===== src/rtl/if_fetch_stage.sv =====
// Instruction fetch stage: program-load memory, next-PC select and IF/ID register.
// Define IF_HALT_DETECT_EN to stop fetching on an all-ones opcode (HALT state).
module if_fetch_stage #(
    parameter  int N_BITS    = 32,
    parameter  int MEM_DEPTH = 64,
    localparam int ADDR_W    = $clog2(MEM_DEPTH)
) (
    input  logic              i_clk,
    input  logic              i_reset,
    input  logic              i_start,
    input  logic [N_BITS-1:0] i_pc,
    input  logic              i_stall,
    input  logic              i_flush,
    input  logic              i_branch_taken,
    input  logic [N_BITS-1:0] i_branch_addr,
    input  logic              i_jump,
    input  logic [N_BITS-1:0] i_jump_addr,
    input  logic              i_wr_en,
    input  logic [ADDR_W-1:0] i_wr_addr,
    input  logic [N_BITS-1:0] i_wr_data,
    output logic [N_BITS-1:0] o_next_address,
    output logic              o_pc_valid,
    output logic [N_BITS-1:0] o_instr,
    output logic [N_BITS-1:0] o_pc_plus4,
    output logic              o_if_valid,
    output logic              o_halted
);

`ifdef IF_HALT_DETECT_EN
    typedef enum logic [1:0] {IDLE, RUN, HALT} state_t;
`else
    typedef enum logic [0:0] {IDLE, RUN} state_t;
`endif

    state_t state_q, state_d;

    logic [N_BITS-1:0] mem [MEM_DEPTH];
    logic [N_BITS-1:0] fetched;
    logic [N_BITS-1:0] pc_plus4;
    logic              pc_out_of_range;
    logic              load_en;
    logic              halt_detect;
    logic              unused_pc_low;

    assign unused_pc_low   = ^i_pc[1:0];
    assign pc_plus4        = i_pc + N_BITS'(4);
    assign pc_out_of_range = |i_pc[N_BITS-1:ADDR_W+2];
    assign fetched         = pc_out_of_range ? '0 : mem[i_pc[ADDR_W+1:2]];
    assign load_en         = (state_q == RUN) && !i_flush && !i_stall;

`ifdef IF_HALT_DETECT_EN
    assign halt_detect = load_en && (fetched[31:26] == 6'b111111);
    assign o_halted    = (state_q == HALT);
`else
    assign halt_detect = 1'b0;
    assign o_halted    = 1'b0;
`endif

    // Program loading is only allowed before fetching starts; contents survive reset.
    always_ff @(posedge i_clk) begin
        if (!i_reset && state_q == IDLE && i_wr_en) begin
            mem[i_wr_addr] <= i_wr_data;
        end
    end

    always_ff @(posedge i_clk) begin
        if (i_reset) begin
            state_q <= IDLE;
        end else begin
            state_q <= state_d;
        end
    end

    always_comb begin
        state_d = state_q;
        case (state_q)
            IDLE: if (i_start) state_d = RUN;
`ifdef IF_HALT_DETECT_EN
            RUN:  if (halt_detect) state_d = HALT;
`else
            RUN:  if (halt_detect) state_d = RUN;
`endif
            default: state_d = state_q;
        endcase
    end

    // Jump outranks branch; a redirect must reach the PC even while stalled.
    always_comb begin
        o_next_address = pc_plus4;
        if (i_jump) begin
            o_next_address = i_jump_addr;
        end else if (i_branch_taken) begin
            o_next_address = i_branch_addr;
        end
        o_pc_valid = (state_q == RUN) && (i_jump || i_branch_taken || !i_stall);
    end

    // IF/ID register: flush beats stall; outside RUN only the valid bit drops.
    always_ff @(posedge i_clk) begin
        if (i_reset || i_flush) begin
            o_instr    <= '0;
            o_pc_plus4 <= '0;
            o_if_valid <= 1'b0;
        end else if (load_en) begin
            o_instr    <= fetched;
            o_pc_plus4 <= pc_plus4;
            o_if_valid <= 1'b1;
        end else if (state_q != RUN) begin
            o_if_valid <= 1'b0;
        end
    end

endmodule


===== config.mk =====
export PLATFORM = sky130hd
export DESIGN_NAME = if_fetch_stage
export DESIGN_NICKNAME = d
export VERILOG_FILES = /design/src/rtl/if_fetch_stage.sv
export SDC_FILE = /design/constraint.sdc
export NUM_CORES = 2
export LEC_CHECK = 0
export ABC_CLOCK_PERIOD_IN_PS = 3800
export CAP_MARGIN = 20
export CORE_MARGIN = 5
export CORE_UTILIZATION = 35
export DETAILED_ROUTE_END_ITERATION = 10
export SYNTH_ARGS = -nofsm -noshare
export SYNTH_HDL_FRONTEND = slang
export SYNTH_SLANG_ARGS = --single-unit
export TNS_END_PERCENT = 1

===== constraint.sdc =====
create_clock -name i_clk -period 3.8 [get_ports i_clk]
set_clock_uncertainty 0.05 [all_clocks]
set_input_delay 1.14 -clock i_clk [delete_from_list [all_inputs] [get_ports i_clk]]
set_output_delay 1.14 -clock i_clk [all_outputs]
set_load 0.005 [all_outputs]

==> flow_summary.rst <==
.. list-table::
   :header-rows: 1

   * - Metric
     - Value
   * - Most frequent standard cell in the layout excluding fill and tap cells
     - sky130_fd_sc_hd__edfxtp_1
   * - Clock root buffer
     - sky130_fd_sc_hd__clkbuf_16
   * - Max-Cap Viols
     - 0
   * - Post-detailed-route DRC marker count
     - 0
   * - Slowest cell on the critical path
     - sky130_fd_sc_hd__and3_4
   * - Cell seen most often among critical-path stages
     - sky130_fd_sc_hd__buf_6
   * - Total number of vias
     - 42.4k
   * - Sequential fraction of design power
     - 53.5%
   * - Internal power component
     - 37.6 mW
   * - Transition at the pin with the smallest max-transition slack
     - 1.07 ns
   * - Number of rows created at floorplan
     - 177
   * - Max_slew headroom
     - 28.7%
   * - Status
     - complete, but fails checks
   * - CP endpoint kind
     - output port
   * - Initial detailed-routing violation count
     - 4,041
   * - Layout area overhead
     - 21.6%
   * - Clock tree from TritonCTS
     - yes
   * - Fmax achieved
     - 253 MHz
   * - CTS buffer count
     - 207
   * - Final weighted congestion in routability-driven placement
     - 0.885
   * - R2r worst-path depth
     - 7
   * - Count of nets left with antenna violations after detail routing
     - 0
   * - Leak
     - 31.9 nW
   * - Launching element type of the critical path
     - input pin
   * - Largest net degree at the start of global routing
     - 106
   * - Net Switching
     - 10.3 mW
   * - Count of final max-slew check failures
     - 0
   * - Maximum level of the CTS H-tree
     - 4
   * - Port buffer count
     - 239
   * - Share of the cycle needed by the critical path after routing
     - 104%
   * - Worst supply voltage drop on vdd
     - 444 uV
   * - Wire length of the first global-routing pass
     - 321 mm
   * - Fraction of the core area covered by cells at the end of the flow
     - 42.8%
   * - Critical path start-end classification
     - in -> out
   * - Flip-flop cell with the highest count after synthesis
     - sky130_fd_sc_hd__edfxtp_1
   * - Detailed-router iteration count before antenna repair
     - 7
   * - Min-Delay Startpoint
     - o_pc_plus4[10]
   * - Worst Hold Path EP
     - o_pc_plus4[10]
   * - Nets
     - 4,695
   * - Antenna violations before repair
     - 21
   * - Proportion of power drawn by the clock network
     - 41.1%
   * - Critical Path RT
     - 2.61 ns
   * - Final hold viol count
     - 0
   * - Clock tree buffer depth
     - 3
   * - Power density cells
     - 482 mW/mm^2
   * - Synth unique cells
     - 56
   * - Vertical die dimension
     - 493 um
   * - Failing checks
     - negative setup slack
   * - Crit path largest cell delay
     - 0.23 ns
   * - Netlist Area Pre-Place
     - 0.0817 mm^2
   * - Placement Setup Slack
     - -1.11 ns
   * - Synth warn
     - 0
   * - Number of global-route vias before repair
     - 43.1k
   * - Unrepaired setup endpoints after global routing
     - true
   * - Fraction of layout cells with a size suffix above 1
     - 30.8%
   * - Core area
     - 0.233 mm^2
   * - Logic pwr share
     - 5.5%
   * - Vias per std cell
     - 5.45
   * - Critical path data arrival time
     - 2.76 ns
   * - Setup violations, final
     - 13
   * - Die area
     - 0.243 mm^2
   * - Crit Reg-Reg Endpoint
     - o_instr[4]
   * - IO Count
     - 241
   * - Number of enable flip-flop cells after synthesis
     - 2,048
   * - Most used cells in the layout excluding fill and tap cells
     - 2,048 x sky130_fd_sc_hd__edfxtp_1, 478 x sky130_fd_sc_hd__mux4_2, 318 x sky130_fd_sc_hd__buf_4
   * - Launch instance of the worst register-to-register path
     - mem[18][4]
   * - Leading post-synthesis cells by cell area
     - sky130_fd_sc_hd__edfxtp_1 75%, sky130_fd_sc_hd__mux4_2 13%, sky130_fd_sc_hd__mux2i_1 2.6%, sky130_fd_sc_hd__dfxtp_1 1.6%, sky130_fd_sc_hd__a22oi_1 0.90%
   * - Switching Share
     - 21.5%
   * - Grt total ovfl
     - 0
   * - Clock transition time at the flip-flop clock pins of the worst setup and hold paths
     - 0.05 ns
   * - Setup_tns
     - -0.813 ns
   * - Final critical-path setup slack
     - -0.146 ns
   * - Cell count after synthesis
     - 3,844
   * - Period minus WS final
     - 3.95 ns
   * - Post-detailed-placement half-perimeter wirelength
     - 137 mm
   * - Min-delay worst type
     - reg -> reg
   * - Post-synthesis sequential element count
     - 2,114
   * - Share of synthesized flip-flops with an asynchronous set or reset
     - 0%
   * - Portion of synthesized cell area occupied by the leading cell type
     - 75.2%
   * - Worst hold slack
     - 0.406 ns
   * - Syn nets
     - 3,987
   * - Slack of the worst reg-to-reg path
     - 1.32 ns
   * - Hold Path Depth
     - 2
   * - Library cell with the largest summed area after synthesis
     - sky130_fd_sc_hd__edfxtp_1
   * - CTS Sinks
     - 2,114
   * - Sequential-to-total area share from yosys stat
     - 76.9%
   * - Starting density of the core
     - 35.1%
   * - Mean Syn Cell Area
     - 21.3 um^2
   * - Total routing usage reported by global routing
     - 18.3%
   * - Die W
     - 493 um
   * - Chain of cells forming the critical path
     - buf_6 -> and3_4 -> nand4_1 -> buf_6 -> buf_12 -> buf_4 -> nor4_4 -> xor2_2 -> mux2i_1 -> o21ai_1 -> buf_2
   * - Count of hold-fix buffers inserted at cts
     - 0
   * - Clock latency of the later-clocked register in the worst-skew pair
     - 0.87 ns
   * - Routed wire length per instance
     - 28.9 um
   * - Total Wirelength
     - 225 mm
   * - Maximum fanout count along the critical path
     - 3
-- layout make-up --
class,instances,area (um^2)
fill,20000,133000
tap,3043,3810
clock inverter,120,1080
timing repair buffer,719,7670
antenna,4,10.0
clock buffer,261,5450
multi-input combinational,1504,18600
sequential,2114,62800
inverter,6,22.5
-- per-layer routing --
layer | up-vias | share of wire, % | track usage (%)
li1 | 17600 | - | -
met3 | 306 | 7.2 | 3.36
met1 | 22700 | 41 | 24.8
met2 | 1692 | 49 | 30.5
met4 | 12 | 2.6 | 4.79
met5 | - | 0.031 | 0
-- repair_timing --
item	in CTS	in global routing
setup endpoints to repair	33	27
buffers inserted	28	3
pin swaps	51	30
cloned	1	0
gates resized for setup	206	47
-- state kept, by name, summed over array words and instances, names as in the netlist --
name        count
o_instr        32
o_pc_plus4     32
o_if_valid      1
state_q         1
mem          2048
-- worst max-delay path: cells and delay by family --
kind / cells / cell delay, ns
AOI/OAI and AO/OA: 1 / 0.15
and+or+nand+nor: 3 / 0.53
xor gates and xnor gates: 1 / 0.23
buffers and inverters: 5 / 0.60
muxes: 1 / 0.11
-- cell families (layout without fill, tap and decap cells) --
| kind of cell | after synthesis | in the layout | share of synthesized area, % |
|---|---|---|---|
| DFF | 2114 | 2114 | 76.9 |
| muxes | 695 | 695 | 15.8 |
| AOI/OAI and AO/OA | 424 | 424 | 3.37 |
| and+or+nand+nor | 355 | 355 | 2.09 |
| adders and majority gates | 1 | 1 | 0.0153 |
| other | 1 | 5 | 0.00459 |
| buffers and inverters | 226 | 1106 | 1.51 |
| xor gates and xnor gates | 28 | 28 | 0.300 |
-- through the flow --
step	std cells	area, um^2	total power [mW]
global placement	7334	91800	28.6
detailed placement	7334	91800	28.7
finish	7771	99400	47.9
floorplan	3844	81800	27.4
CTS	7744	98800	48.3
global route	7769	99400	49.4
-- worst max-delay path by stage --
stage | depth (start not counted) | start | to | slack, ns
floorplan | 3 | i_wr_addr[2] | mem[59][0] | -0.02
global placement | 8 | i_pc[8] | o_next_address[23] | -1.05
detailed placement | 8 | i_pc[8] | o_next_address[23] | -1.11
CTS | 12 | i_pc[23] | o_next_address[30] | -0.22
global route | 11 | i_pc[21] | o_next_address[27] | -0.26
finish | 11 | i_pc[21] | o_next_address[25] | -0.15
-- cell usage after synthesis (20+ instances only) --
cell type and n:
sky130_fd_sc_hd__nor3_1 23, sky130_fd_sc_hd__buf_4 34, sky130_fd_sc_hd__mux2i_1 212, sky130_fd_sc_hd__a21oi_1 91, sky130_fd_sc_hd__nor2_1 132, sky130_fd_sc_hd__mux4_2 478, sky130_fd_sc_hd__buf_6 26, sky130_fd_sc_hd__a221oi_1 42
sky130_fd_sc_hd__clkbuf_1 83, sky130_fd_sc_hd__a31oi_1 20, sky130_fd_sc_hd__buf_2 48, sky130_fd_sc_hd__o21ai_0 51, sky130_fd_sc_hd__dfxtp_1 66, sky130_fd_sc_hd__edfxtp_1 2048, sky130_fd_sc_hd__buf_1 27, sky130_fd_sc_hd__nand2_1 110
sky130_fd_sc_hd__a211oi_1 27, sky130_fd_sc_hd__a22oi_1 98, sky130_fd_sc_hd__o22ai_1 83
-- power groups by stage --
stage | Clock, mW | Combinational, mW | Sequential (mW)
global placement | 0 | 2.54 | 26.1
detailed placement | 0 | 2.57 | 26.1
finish | 19.7 | 2.62 | 25.6
global route | 21.1 | 2.79 | 25.6
floorplan | 0 | 1.27 | 26.1
CTS | 20.1 | 2.59 | 25.6
Power figures use the tool's default switching activity.
